`config.mk`:
```
export PLATFORM = sky130hd
export DESIGN_NAME = heater_relay_sequencer
export DESIGN_NICKNAME = d
export VERILOG_FILES = /design/src/rtl/heater_relay_sequencer_pkg.sv /design/src/rtl/heater_dwell_counter.sv /design/src/rtl/heater_relay_sequencer.sv
export SDC_FILE = /design/constraint.sdc
export NUM_CORES = 1
export LEC_CHECK = 0
export ABC_CLOCK_PERIOD_IN_PS = 2029
export CORE_UTILIZATION = 49
export DETAILED_ROUTE_END_ITERATION = 8
export PLACE_DENSITY = 0.82
export SLEW_MARGIN = 0
export SYNTH_ARGS = -nofsm -noshare
export SYNTH_HDL_FRONTEND = slang
export SYNTH_SLANG_ARGS = --single-unit
export TNS_END_PERCENT = 5
```
`constraint.sdc`:
```
create_clock -name clk -period 2.03 [get_ports clk]
set_input_delay 0.203 -clock clk [delete_from_list [all_inputs] [get_ports clk]]
set_output_delay 0.203 -clock clk [all_outputs]
set_load 0.05 [all_outputs]
```
`src/rtl/heater_relay_sequencer_pkg.sv`:
```
// heater_relay_sequencer_pkg: state encoding, sensor width and default dwell lengths
package heater_relay_sequencer_pkg;
  localparam int window_sensor_data_width = 4;
  localparam int purge_cycles_default = 4;
  localparam int min_on_cycles_default = 16;
  localparam int min_off_cycles_default = 16;
  localparam int max_on_cycles_default = 1024;
  localparam int cnt_width_default = 16;
  typedef enum logic [2:0] {
    IDLE     = 3'd0,
    PURGE    = 3'd1,
    HEAT     = 3'd2,
    COOLDOWN = 3'd3,
    FAULT    = 3'd4
  } state_e;
endpackage

```
`src/rtl/heater_dwell_counter.sv`:
```
// heater_dwell_counter: saturating dwell counter with sync clear and enable
module heater_dwell_counter #(
  parameter int CNT_WIDTH = 16
) (
  input  logic                 clk,
  input  logic                 reset,
  input  logic                 clr,
  input  logic                 en,
  output logic [CNT_WIDTH-1:0] cnt
);
  always_ff @(posedge clk)
    cnt <= (reset || clr) ? '0 : (en && !(&cnt)) ? cnt + 1'b1 : cnt;
endmodule

```
`src/rtl/heater_relay_sequencer.sv`:
```
// heater_relay_sequencer: purge, min-on, min-off and max-on sequencing of heater relay and fan
module heater_relay_sequencer
  import heater_relay_sequencer_pkg::*;
#(
  parameter int PURGE_CYCLES   = purge_cycles_default,
  parameter int MIN_ON_CYCLES  = min_on_cycles_default,
  parameter int MIN_OFF_CYCLES = min_off_cycles_default,
  parameter int MAX_ON_CYCLES  = max_on_cycles_default,
  parameter int CNT_WIDTH      = cnt_width_default
) (
  input  logic                                clk,
  input  logic                                reset,
  input  logic                                heat_req,
  input  logic [window_sensor_data_width-1:0] window_open,
  input  logic                                fault_clear,
  output logic                                fan_on,
  output logic                                relay_on,
  output logic                                lockout,
  output logic                                fault,
  output logic [2:0]                          state
);
  state_e state_q, state_d;
  logic [CNT_WIDTH-1:0] cnt;
  logic win;
  assign win = |window_open;
  heater_dwell_counter #(.CNT_WIDTH(CNT_WIDTH)) u_dwell (
    .clk  (clk),
    .reset(reset),
    .clr  (state_d != state_q),
    .en   (1'b1),
    .cnt  (cnt)
  );
  always_ff @(posedge clk)
    state_q <= reset ? IDLE : state_d;
  always_comb begin
    state_d = IDLE;
    case (state_q)
      IDLE:     state_d = (heat_req && !win) ? PURGE : IDLE;
      PURGE:    state_d = (!heat_req || win) ? IDLE :
                          (cnt == CNT_WIDTH'(PURGE_CYCLES - 1)) ? HEAT : PURGE;
      HEAT:     state_d = win ? COOLDOWN :
                          (cnt == CNT_WIDTH'(MAX_ON_CYCLES - 1)) ? FAULT :
                          (!heat_req && cnt >= CNT_WIDTH'(MIN_ON_CYCLES - 1)) ? COOLDOWN : HEAT;
      COOLDOWN: state_d = (cnt == CNT_WIDTH'(MIN_OFF_CYCLES - 1)) ? IDLE : COOLDOWN;
      FAULT:    state_d = fault_clear ? COOLDOWN : FAULT;
      default:  state_d = IDLE;
    endcase
  end
  assign fan_on   = state_q inside {PURGE, HEAT, COOLDOWN};
  assign relay_on = state_q == HEAT;
  assign lockout  = state_q inside {COOLDOWN, FAULT};
  assign fault    = state_q == FAULT;
  assign state    = state_q;
endmodule
```
-- Yosys cells after proc, flatten, opt, wreduce, memory -nomap -nowiden
Index checks and enable logic that the tools add are counted.
- equality and inequality tests: 8
- reductions and logical operators: 11
- multiplexer cells: 9
- shifts and indexed selects: 0
- magnitude comparators: 1
- bitwise logic cells: 0
- add/subtract/negate cells: 1
- multiply operators: 0
- divide/modulo/power cells: 0
- operator list (kind ; number):
    16-bit by 1-bit adder with 16-bit output, second input constant ; 1
    16-bit by 10-bit equality test with 1-bit output, second input constant ; 1
    16-bit by 2-bit equality test with 1-bit output, second input constant ; 1
    16-bit by 4-bit equality test with 1-bit output, second input constant ; 1
    16-bit by 4-bit >= comparator with 1-bit output, second input constant ; 1
    16-bit AND reduction ; 1
    3-bit one-hot mux with 5 select lines ; 1
    3-bit two-way mux ; 3
    3-bit by 2-bit equality test with 1-bit output, second input constant ; 2
    2-bit two-way mux ; 3
    4-bit OR reduction ; 1
    3-bit by 1-bit equality test with 1-bit output, second input constant ; 1
    3-bit equality test, second input constant ; 1
    3-bit zero test ; 1
    3-bit inequality test ; 1
    3-bit nonzero test ; 1
    1-bit logical AND ; 2
    1-bit zero test ; 2
    1-bit logical OR ; 2
    1-bit two-way mux ; 2
    2-bit nonzero test ; 1
- output and inout bits: 7
- bits in read-only memories: 0
- word-level logic and storage cells: 32
- memory bits (writable): 0
- latch bits: 0
- register bits: 19
- memories kept: 0

-- Depth between registers and ports, before layout
- depth after elaboration: 8
- mapped depth: 8
- mapped depth without buffers: 7

-- Modules after synthesis
From an unflattened synthesis, not the netlist that was laid out.
- cells, all modules: 139
- area total of the unflattened synthesis: 1169.9 um^2
- modules (own cells, without submodules) (module ; seq. area each (um^2) ; cells an instance ; times used ; area each (um^2)):
    heater_dwell_counter ; 320.3 ; 92 ; 1 ; 814.5
    heater_relay_sequencer ; 60.1 ; 47 ; 1 ; 355.3

-- Worst setup path after synthesis
No wires, ideal clock.
- kind: register to register
- start point: register state_q[1], in the netlist state[1]
- end point: register u_dwell.cnt[6]
- path slack: -0.685 ns
- clock period less this slack: 2.715 ns
- arrival: 2.602 ns
- cell stages (with the launch flop): 9
- path buffers: 2
- cell sequence: dfxtp_1 -> clkbuf_1 -> nand2b_1 -> nor2_1 -> o21ai_0 -> o211a_1 -> mux2i_4 -> buf_6 -> nor2_1
- word-level cells in the longest chain between the ends: 4
- RTL lines (item ; RTL line ; RTL):
    start, declared ; heater_relay_sequencer.sv:22 ; state_e state_q, state_d;
    start signal, assigned ; heater_relay_sequencer.sv:34 ; state_q <= reset ? IDLE : state_d;
    3-bit by 2-bit equality test with 1-bit output ; n/a ;
    via relay_on ; heater_relay_sequencer.sv:17 ; output logic relay_on,
    3-bit one-hot mux with 5 select lines ; heater_relay_sequencer.sv:37 ; case (state_q)
    3-bit inequality test ; heater_relay_sequencer.sv:29 ; .clr (state_d != state_q),
    1-bit logical OR ; heater_dwell_counter.sv:12 ; cnt <= (reset || clr) ? '0 : (en && !(&cnt)) ? cnt + 1'b1 : cnt;
    end signal, assigned ; heater_dwell_counter.sv:12 ;
    end, declared ; heater_dwell_counter.sv:9 ; output logic [CNT_WIDTH-1:0] cnt
The timed path passes the listed nets, and every way through them passes these cells.
A chain may end at the register's enable or synchronous reset.

-- Worst setup path after layout
- start point: register u_dwell.cnt[0]
- end point: register u_dwell.cnt[11]
- word-level cells in the longest chain between the ends: 8
- RTL lines (item ; RTL line ; RTL):
    16-bit by 4-bit >= comparator with 1-bit output ; heater_relay_sequencer.sv:43 ; (!heat_req && cnt >= CNT_WIDTH'(MIN_ON_CYCLES - 1)) ? COOLDOWN : HEAT;
    1-bit logical AND ; heater_relay_sequencer.sv:43 ;
    1-bit two-way mux ; heater_relay_sequencer.sv:43 ;
    3-bit two-way mux ; heater_relay_sequencer.sv:42 ; (cnt == CNT_WIDTH'(MAX_ON_CYCLES - 1)) ? FAULT :
    3-bit two-way mux ; heater_relay_sequencer.sv:41 ; HEAT: state_d = win ? COOLDOWN :
    3-bit one-hot mux with 5 select lines ; heater_relay_sequencer.sv:37 ;
    3-bit inequality test ; heater_relay_sequencer.sv:29 ;
    1-bit logical OR ; heater_dwell_counter.sv:12 ;
Several ways; a longest one is shown, not always the timed one.

==> impl_metrics.ini <==
[power]
ir_drop_mv = 0.469
power_density_nw_per_um2 = 379
leakage_nw = 0.688

[setup_path]
timing.critical_path.arrival_ns = 2.35
worst-path-buf-inv = 0
path_max_fanout = 8
family_with_the_most_delay_on_the_worst_path = compound AO/OA/AOI/OAI gates
timing.reg2reg.worst_path_depth = 7
timing_worst_setup_path_type = reg2reg
timing.critical_path.slowest_stage_cell = a221oi_4
worstSetupEndpointType = flip-flop
path_cells = ha_4 > nor4bb_2 > nand4_1 > a221oi_4 > mux2_4 > o21ai_1 > nor2_1
cp.depth = 7
timing.critical_path.from_type = flip-flop
timing.critical_path.slowest_cell_delay_ns = 0.46
critPathRequiredTime_ns = 2.25

[timing]
finalCriticalPeriod_ns = 2.14
worstMarginPinSlew_ns = 0.495
timing.final.crit_share_pct = 105
finalHoldWorstSlack_ns = 0.555
clock-skew-final_ns = 0.00391
timing.final.ws_setup_ns = -0.107
timing.fmax_mhz = 468
setup_viol = 16
report.final.hold_viol_count = 0
slew-limit-headroom_pct = 66.9
rsz_0062_raised_after_global_routing = true
timing.final.max_slew_violations = 0

[clock_tree]
cts-root-to-sink-buffers = 2
cts_hold_buffers = 0
cts.root.buffer_cell = clkbuf_4
tritoncts_num_sinks = 19
clock_tree.htree_level_count = 1
tritoncts.num_buffers = 3
clk_latency_ns = 0.31
cts_tree = yes
clkTransAtPathRegs_ns = 0.12

[logic_synthesis]
synth_seq_area_share_pct = 31.7
synth_edf_count = 0
synthesis.area_sq_um = 1200
synthesis.area_per_instance_sq_um = 8.01
synthesis.nets = 159
yosys_register_bits = 19
synthCells = 150
synth.distinct_cells = 40
ys.warnings.count = 0
synth_flop_cell = dfxtp_1
synthArstFlopShare_pct = 0

[die]
floorplan.rows = 17
die_area_sq_um = 2650
design.core.area_sq_um = 2250
die_h_um = 51.5
ios = 15
initial_core_util_pct = 53.3
dieWidth_um = 51.5

[detailed_routing]
post_drt_wl_per_cell_um = 17.4
detailedRoute.firstIterationViolations = 34
viasPerCell = 6.29
detail_route.wirelength_um = 3860
route.vias.total = 1389
detailedRoute.firstPassIterationCount = 4
route.antenna.remaining_nets = 0
detail_route.drc_violations = 0

[worst_hold_path]
min_path_cells = 6
worst_hold_path_type = in2reg

[global_routing]
grt_util_all_layers_pct = 31.9
globalRouteOverflowTotal = 0
grt_first_pass_wirelength_um = 6230
antenna_found_initial = 0
grt_start_max_net_pins = 12
grt_pass1_vias = 1378

[status]
run_status = finished with violations
failed_checks = negative setup slack

[cells_and_area]
flow.area_growth_from_synthesis_pct = 47.3
diodes = 0
finalInstanceArea_sq_um = 1770
final_nets = 203
drive_gt1_share_pct = 36.3

[run]
timing.max_cap.violations = 0

[placed_design]
globalplace.congestion = 0.892
post_dp_cell_area_sq_um = 1590
dp_hpwl_um = 2430
numPortBuffers = 14
-- kinds of logic after synthesis --
kind of cell	Yosys count	synth area share (%)
buffers and inverters	10	3.96
AO/OA/AOI/OAI	27	14.9
AND/OR/NAND/NOR	79	36.4
XOR/XNOR	8	5.83
adder cells (fa/ha/maj)	1	1.04
multiplexers	6	6.25
flip-flops	19	31.7
-- synth_stat cells (3+ instances only) --
cell type | n | area, sq um
and4_1 | 4 | 35.0
clkbuf_1 | 7 | 26.3
and3_1 | 3 | 18.8
a221oi_1 | 3 | 26.3
nand4_1 | 7 | 43.8
xnor2_1 | 7 | 61.3
nor2_1 | 18 | 67.6
o21ai_1 | 3 | 15.0
nor3_1 | 8 | 40.0
nand3_1 | 5 | 25.0
dfxtp_1 | 19 | 380
mux2i_1 | 3 | 30.0
nand2b_1 | 3 | 18.8
nor4_1 | 5 | 31.3
nor3b_1 | 6 | 45.0
o21ai_0 | 9 | 45.0
nand2_1 | 12 | 45.0
-- sequential cells by signal (all words and copies together), names as in the netlist --
name         cells
state            3
u_dwell.cnt     16
-- final cells by class --
| cell class | instances | area (sq um) |
|---|---|---|
| clock inverter | 1 | 5.00 |
| tap | 28 | 35.0 |
| sequential | 19 | 393 |
| multi-input combinational | 122 | 925 |
| clock buffer | 3 | 22.5 |
| timing repair buffer | 48 | 389 |
| fill | 158 | 485 |
-- where the power goes --
part | internal, mW | leakage [nW] | switching [mW]
clock | 0.0737 | 0.0177 | 0.131
sequential | 0.377 | 0.157 | 0.00723
combinational | 0.0444 | 0.513 | 0.0372
-- worst reg2reg max path, cell delays in order (launching register included) --
cell,delay [ns]
dfxtp_1,0.39
ha_4,0.17
nor4bb_2,0.22
nand4_1,0.25
a221oi_4,0.46
mux2_4,0.39
o21ai_1,0.11
nor2_1,0.06
-- worst paths after layout --
path / from / endpoint / slack, ns
worst max-delay path: u_dwell.cnt[0] / u_dwell.cnt[11] / -0.11
worst min-delay path: window_open[1] / state[2] / 0.56
worst max register to register: u_dwell.cnt[0] / u_dwell.cnt[11] / -0.11
worst min register to register: state[2] / state[1] / 0.60
-- per-layer routing --
| metal | vias up | global-route usage (%) | wire (um) |
|---|---|---|---|
| met2 | 65 | 58.4 | 1950 |
| met3 | 9 | 8.19 | 231 |
| li1 | 653 | - | - |
| met5 | - | 0 | 0 |
| met1 | 662 | 35.7 | 1610 |
| met4 | 0 | 9.91 | 68 |
-- placed cells by master (no fill, tap or decap), drive strengths merged, types with 2 or more instances in the layout --
| cell | n |
|---|---|
| a21oi | 2 |
| a221oi | 3 |
| a41oi | 2 |
| and3 | 3 |
| and4 | 4 |
| buf | 37 |
| clkbuf | 3 |
| clkdlybuf4s50 | 6 |
| dfxtp | 19 |
| dlygate4sd2 | 5 |
| mux2 | 3 |
| mux2i | 4 |
| nand2 | 12 |
| nand2b | 3 |
| nand3 | 5 |
| nand4 | 7 |
| nor2 | 18 |
| nor3 | 8 |
| nor3b | 6 |
| nor4 | 5 |
| o21a | 2 |
| o21ai | 12 |
| o31a | 2 |
| or4b | 2 |
| xnor2 | 7 |
-- repair_timing --
action | CTS | global route
buffers inserted | 3 | 0
pin swaps | 11 | 3
gates cloned | 2 | 0
gates resized for setup | 24 | 6
endpoints found under the setup margin | 16 | 16
-- metrics by stage --
stage,std cells,TNS [ns],utilization (%),setup WS (ns),power (mW)
global route,221,-1.94,78.5,-0.165,0.698
global placement,212,-9.59,70.5,-0.586,0.455
finish,221,-1.09,78.5,-0.107,0.670
CTS,221,0,77.7,0.00306,0.668
floorplan,150,-1.53,-,-0.130,0.425
detailed placement,212,-10.48,70.5,-0.644,0.458
Note: power is estimated with default switching activity, not from simulation.
